<file path="config.mk">
export PLATFORM = sky130hd
export DESIGN_NAME = xlr8_lfsr_multi
export DESIGN_NICKNAME = d
export VERILOG_FILES = /design/src/rtl/xlr8_lfsr_multi.sv
export SDC_FILE = /design/constraint.sdc
export NUM_CORES = 1
export LEC_CHECK = 0
export ABC_AREA = 1
export BUFFER_PORTS_ARGS = -buffer_cell sky130_fd_sc_hd__buf_2
export CAP_MARGIN = 5
export CORE_ASPECT_RATIO = 1.2
export CORE_UTILIZATION = 42
export CTS_CLUSTER_DIAMETER = 60
export DETAILED_ROUTE_END_ITERATION = 10
export PLACE_DENSITY = 0.73
export SLEW_MARGIN = 20
export SYNTH_ARGS = -nofsm -noshare
export SYNTH_HDL_FRONTEND = slang
export SYNTH_SLANG_ARGS = --single-unit
export TNS_END_PERCENT = 10
</file>
<file path="constraint.sdc">
create_clock -name clk -period 1.18 [get_ports clk]
set_input_delay 0.177 -clock clk [delete_from_list [all_inputs] [get_ports clk]]
set_output_delay 0.177 -clock clk [all_outputs]
set_load 0.01 [all_outputs]
</file>
<file path="src/rtl/xlr8_lfsr_multi.sv">
// Galois LFSR XB of WIDTH bits (8..32) on the XLR8 DM bus: programmable taps, multi-byte
// seed, coherent multi-byte readout, free-run, step-on-read and counted step bursts.
module xlr8_lfsr_multi #(
  parameter logic [7:0]  CTRL_ADDR    = 8'd0,
  parameter logic [7:0]  STEP_ADDR    = 8'd0,
  parameter logic [7:0]  SEED_ADDR    = 8'd0,
  parameter logic [7:0]  TAPS_ADDR    = 8'd0,
  parameter logic [7:0]  DATA_ADDR    = 8'd0,
  parameter int unsigned WIDTH        = 8,
  parameter logic [31:0] DEFAULT_TAPS = 32'h0000_00B8
) (
  input  logic       clk,
  input  logic       rstn,
  input  logic       clken,
  input  logic [7:0] dbus_in,
  output logic [7:0] dbus_out,
  output logic       io_out_en,
  input  logic [7:0] ramadr,
  input  logic       ramre,
  input  logic       ramwe,
  input  logic       dm_sel
);

  localparam int unsigned      NBYTES = WIDTH / 8;
  localparam logic [7:0]       NB8    = 8'(NBYTES);
  localparam logic [WIDTH-1:0] ONE    = WIDTH'(1);

  typedef enum logic {IDLE, STEP} fsm_e;

  fsm_e             fsm_q, fsm_d;
  logic [7:0]       cnt_q, cnt_d;
  logic             free_q, free_d, sor_q, sor_d, done_q, done_d;
  logic [WIDTH-1:0] seed_q, seed_d, taps_q, taps_d, lfsr_q, lfsr_d, shadow_q, shadow_d;

  logic [7:0]       seed_off, taps_off, data_off, rd_data;
  logic             ctrl_hit, step_hit, seed_hit, taps_hit, data_hit, any_hit;
  logic             we, rd_data0, load, advance;
  logic [WIDTH-1:0] shifted, wr_state;

  function automatic logic [7:0] get_byte(input logic [WIDTH-1:0] v, input logic [7:0] off);
    logic [7:0] b;
    b = '0;
    for (int unsigned k = 0; k < NBYTES; k++)
      if (off == 8'(k)) b = v[8*k +: 8];
    return b;
  endfunction

  function automatic logic [WIDTH-1:0] put_byte(input logic [WIDTH-1:0] v, input logic [7:0] off,
                                                input logic [7:0] b);
    logic [WIDTH-1:0] r;
    r = v;
    for (int unsigned k = 0; k < NBYTES; k++)
      if (off == 8'(k)) r[8*k +: 8] = b;
    return r;
  endfunction

  assign seed_off = ramadr - SEED_ADDR;
  assign taps_off = ramadr - TAPS_ADDR;
  assign data_off = ramadr - DATA_ADDR;

  // Overlapping address maps resolve in the fixed order CTRL, STEP, SEED, TAPS, DATA.
  always_comb begin
    ctrl_hit = (ramadr == CTRL_ADDR);
    step_hit = !ctrl_hit && (ramadr == STEP_ADDR);
    seed_hit = !ctrl_hit && !step_hit && (seed_off < NB8);
    taps_hit = !ctrl_hit && !step_hit && !seed_hit && (taps_off < NB8);
    data_hit = !ctrl_hit && !step_hit && !seed_hit && !taps_hit && (data_off < NB8);
    any_hit  = ctrl_hit || step_hit || seed_hit || taps_hit || data_hit;
  end

  always_comb begin
    rd_data = '0;
    if (ctrl_hit)      rd_data = {3'b000, done_q, fsm_q == STEP, 1'b0, sor_q, free_q};
    else if (step_hit) rd_data = cnt_q;
    else if (seed_hit) rd_data = get_byte(seed_q, seed_off);
    else if (taps_hit) rd_data = get_byte(taps_q, taps_off);
    else if (data_hit) rd_data = (data_off == 8'd0) ? lfsr_q[7:0] : get_byte(shadow_q, data_off);
  end

  assign io_out_en = dm_sel && ramre && any_hit;
  assign dbus_out  = io_out_en ? rd_data : '0;

  always_comb begin
    we       = dm_sel && ramwe && clken;
    rd_data0 = dm_sel && ramre && data_hit && (data_off == 8'd0);
    load     = we && ctrl_hit && dbus_in[2];
    shifted  = lfsr_q[0] ? ((lfsr_q >> 1) ^ taps_q) : (lfsr_q >> 1);
    wr_state = put_byte(lfsr_q, data_off, dbus_in);

    fsm_d    = fsm_q;
    cnt_d    = cnt_q;
    free_d   = free_q;
    sor_d    = sor_q;
    done_d   = done_q;
    seed_d   = seed_q;
    taps_d   = taps_q;
    lfsr_d   = lfsr_q;
    shadow_d = shadow_q;

    if (we && ctrl_hit) begin
      free_d = dbus_in[0];
      sor_d  = dbus_in[1];
      if (dbus_in[4]) done_d = 1'b0;
    end
    if (we && seed_hit) seed_d = put_byte(seed_q, seed_off, dbus_in);
    if (we && taps_hit) taps_d = put_byte(taps_q, taps_off, dbus_in);
    if (clken && rd_data0) shadow_d = lfsr_q;

    unique case (fsm_q)
      IDLE: if (we && step_hit && dbus_in != 8'd0) begin
        fsm_d = STEP;
        cnt_d = dbus_in;
      end
      STEP: if (load) begin
        fsm_d = IDLE;
        cnt_d = '0;
      end else if (clken) begin
        cnt_d = cnt_q - 8'd1;
        if (cnt_q == 8'd1) begin
          fsm_d  = IDLE;
          done_d = 1'b1;
        end
      end
    endcase

    advance = clken && ((fsm_q == STEP) || free_q || (sor_q && rd_data0));

    // LOAD beats a direct DATA write, which beats an advance; zero always recovers to 1.
    if (load)                lfsr_d = (seed_q == '0) ? ONE : seed_q;
    else if (we && data_hit) lfsr_d = (wr_state == '0) ? ONE : wr_state;
    else if (advance)        lfsr_d = (shifted == '0) ? ONE : shifted;
  end

  always_ff @(posedge clk or negedge rstn) begin
    if (!rstn) begin
      fsm_q    <= IDLE;
      cnt_q    <= '0;
      free_q   <= 1'b0;
      sor_q    <= 1'b0;
      done_q   <= 1'b0;
      seed_q   <= '0;
      taps_q   <= DEFAULT_TAPS[WIDTH-1:0];
      lfsr_q   <= ONE;
      shadow_q <= '0;
    end else begin
      fsm_q    <= fsm_d;
      cnt_q    <= cnt_d;
      free_q   <= free_d;
      sor_q    <= sor_d;
      done_q   <= done_d;
      seed_q   <= seed_d;
      taps_q   <= taps_d;
      lfsr_q   <= lfsr_d;
      shadow_q <= shadow_d;
    end
  end

endmodule

</file>
==> results.json <==
{
  "grt_max_degree": 13,
  "die_h_um": 50.1,
  "end_kind": "register",
  "synth.distinct_cells": 18,
  "antenna_left": 0,
  "intPower_uw": 626,
  "synthSimpleGateAreaFrac": 0.417,
  "die_w_um": 42.1,
  "cts_tree": "done",
  "vdd_drop_max_mv": 0.800,
  "synth_top_area_share": 0.371,
  "synth_top_area_cell": "dfrtp_1",
  "ys.warnings.count": 0,
  "synth_compound_area_frac": 0.00618,
  "muxShareOfSynthArea": 0,
  "final_cell_mix": "35 x nand2_1, 22 x buf_2, 18 x nor2_1, 18 x inv_1, 11 x dfrtp_1",
  "worst_hold_path_type": "in2reg",
  "finish.utilization": 0.577,
  "power.switching_uw": 183,
  "seqPwrFrac": 0.510,
  "fin_crit_ns": 1.19,
  "synth_cells": 118,
  "min_path_cells": 3,
  "comb_power_share": 0.077,
  "power_uw": 809,
  "n_antenna_cell": 0,
  "synth_top_family_by_area": "simple AND/OR/NAND/NOR gates",
  "nNetsFinal": 172,
  "pin_count": 31,
  "vias_per_cell": 4.75,
  "clock_path_buffers": 2,
  "clkPwrFrac": 0.413,
  "vias": 789,
  "synthTopCellsByArea": "dfrtp_1 37%, nand2_1 17%, inv_1 9.7%",
  "crit_type": "reg2reg",
  "violations": "setup timing",
  "syn_area_sq_um": 810,
  "die_area_sq_um": 2110,
  "grt_pass1_vias": 750,
  "start_kind": "register",
  "yosys.area_share.adder": 0.0309,
  "start_util": 0.443,
  "drv_slew": 0,
  "rsz0062_at_grt": "true",
  "first_pass_iters": 4,
  "final_common_cell": "nand2_1",
  "swShare": 0.226,
  "layout_setup_ws_ns": -0.00646,
  "clk_pin_slew_ns": 0.08,
  "cts-buffers-inserted": 3,
  "clockRootBuffer": "clkbuf_4",
  "skew_ns": 0.00543,
  "dr.first_iter.drc_count": 4,
  "drcViolationCount": 0,
  "avgSynthCellArea_sq_um": 6.86,
  "clock_latency_ns": 0.28,
  "synth_xor_area_frac": 0.0216,
  "setup_viol": 1,
  "ys_seq_area_frac": 0.371,
  "r2r_cells": 7,
  "htree_levels": 1,
  "cp.required_ns": 1.36,
  "hold_violations": 0,
  "wl_um": 1730,
  "cp_max_fo": 3,
  "power-per-cell-area_nw_per_um2": 767,
  "grt_usage": 0.179,
  "overflow": 0,
  "cts_setup_buffers": 0,
  "antenna_found_initial": 0,
  "clock-sinks": 12,
  "min_period_over_period": 1.01,
  "core_sq_um": 1830,
  "drv_cap": 0,
  "nFillCells": 164,
  "ys_seq_elements": 12,
  "place.gp.congestion": 0.845,
  "drive_gt1_frac": 0.327,
  "worst_ep_arrival_time_ns": 1.37,
  "fmax_mhz": 843,
  "io_buffer_count": 22,
  "area_delta_synth_final_pct": 30.3,
  "core.rowCount": 17,
  "grt_pass1_wl_um": 2850,
  "p_leak_nw": 0.559,
  "wl_per_cell_um": 10.4,
  "hpwl_um": 1230,
  "status": "finished, violations left"
}
[final cells by class]
class                           instances  area [sq um]  area share
Timing Repair Buffer                   27           150       0.142
Sequential cell                        12           302       0.286
Tap cell                               19          23.8      0.0225
Clock buffer                            4          36.3      0.0344
Multi-Input combinational cell         82           460       0.437
Inverter                               22          82.6      0.0783
[final timing paths]
kind,slack (ns),start,end
worst max-delay path,-0.006,cnt_q[1],cnt_q[4]
worst min register to register,0.48,free_q,free_q
max in group asynchronous,0.64,rstn,fsm_q
worst max register to register,-0.006,cnt_q[1],cnt_q[4]
worst min-delay path,0.13,dbus_in[1],sor_q
min in group asynchronous,0.30,rstn,cnt_q[7]
[cells in the mapped netlist]
cell type	number
inv_1	21
inv_2	1
and3_1	1
nand3_1	10
dfrtp_1	12
conb_1	1
nand4_4	1
ha_1	2
nand2_1	36
buf_4	5
o21ai_0	1
xor2_1	2
nand3_4	1
nand3_2	1
nor2_2	1
nor2_4	1
nor3_1	1
nor2_1	20
[state kept, by name, indices dropped and copies added (netlist names)]
signal  cells
cnt_q       8
done_q      1
free_q      1
fsm_q       1
sor_q       1
[routing by layer]
| layer | vias to the layer above | global-route usage | wire length (um) |
|---|---|---|---|
| li1 | 399 | - | - |
| met1 | 357 | 0.192 | 695 |
| met2 | 26 | 0.323 | 900 |
| met3 | 7 | 0.0256 | 71 |
| met4 | 0 | 0.109 | 59 |
| met5 | - | 0 | 0 |
[worst max-delay path: stages, from the launching register on]
cell	delay, ns
dfrtp_1	0.39
inv_2	0.11
ha_4	0.16
buf_4	0.10
nand3_1	0.08
xor2_1	0.15
nand2_1	0.06
inv_1	0.04
[power groups by stage]
stage / sequential, mW / clock [mW] / combinational [mW]
after floorplan: 0.421 / 0 / 0.0275
after global placement: 0.421 / 0 / 0.0562
after detailed placement: 0.421 / 0 / 0.0575
after CTS: 0.412 / 0.335 / 0.0605
after global routing: 0.412 / 0.346 / 0.0702
final: 0.412 / 0.334 / 0.0622
[metrics by stage]
stage	setup TNS [ns]	instances	hold slack, ns	setup slack, ns	cell area [sq um]
final	-0.00646	166	0.129	-0.00646	1050
after global routing	-0.475	166	0.147	-0.0925	1050
after CTS	0	166	0.139	0.00190	1020
after detailed placement	-0.122	161	0.0699	-0.0890	947
after global placement	-0.0225	161	0.0706	-0.0225	947
after floorplan	0	121	-0.119	0.0387	821
[timing repair]
action / in CTS / in global routing
pin swaps: 2 / 9
endpoints found under the setup margin: 2 / 10
resized for setup: 6 / 10
hold buffers: 1 / 0
hold endpoints to repair: 12 / 0
[cells by family (layout without fill, tap and decap cells)]
group,count (synthesis),count (layout)
AO/OA/AOI/OAI,1,1
buffers and inverters,27,53
flip-flops,12,12
AND/OR/NAND/NOR,73,73
XOR/XNOR,2,2
adder cells (fa/ha/maj),2,2
other,1,4
(Power assumes the default switching activity.)
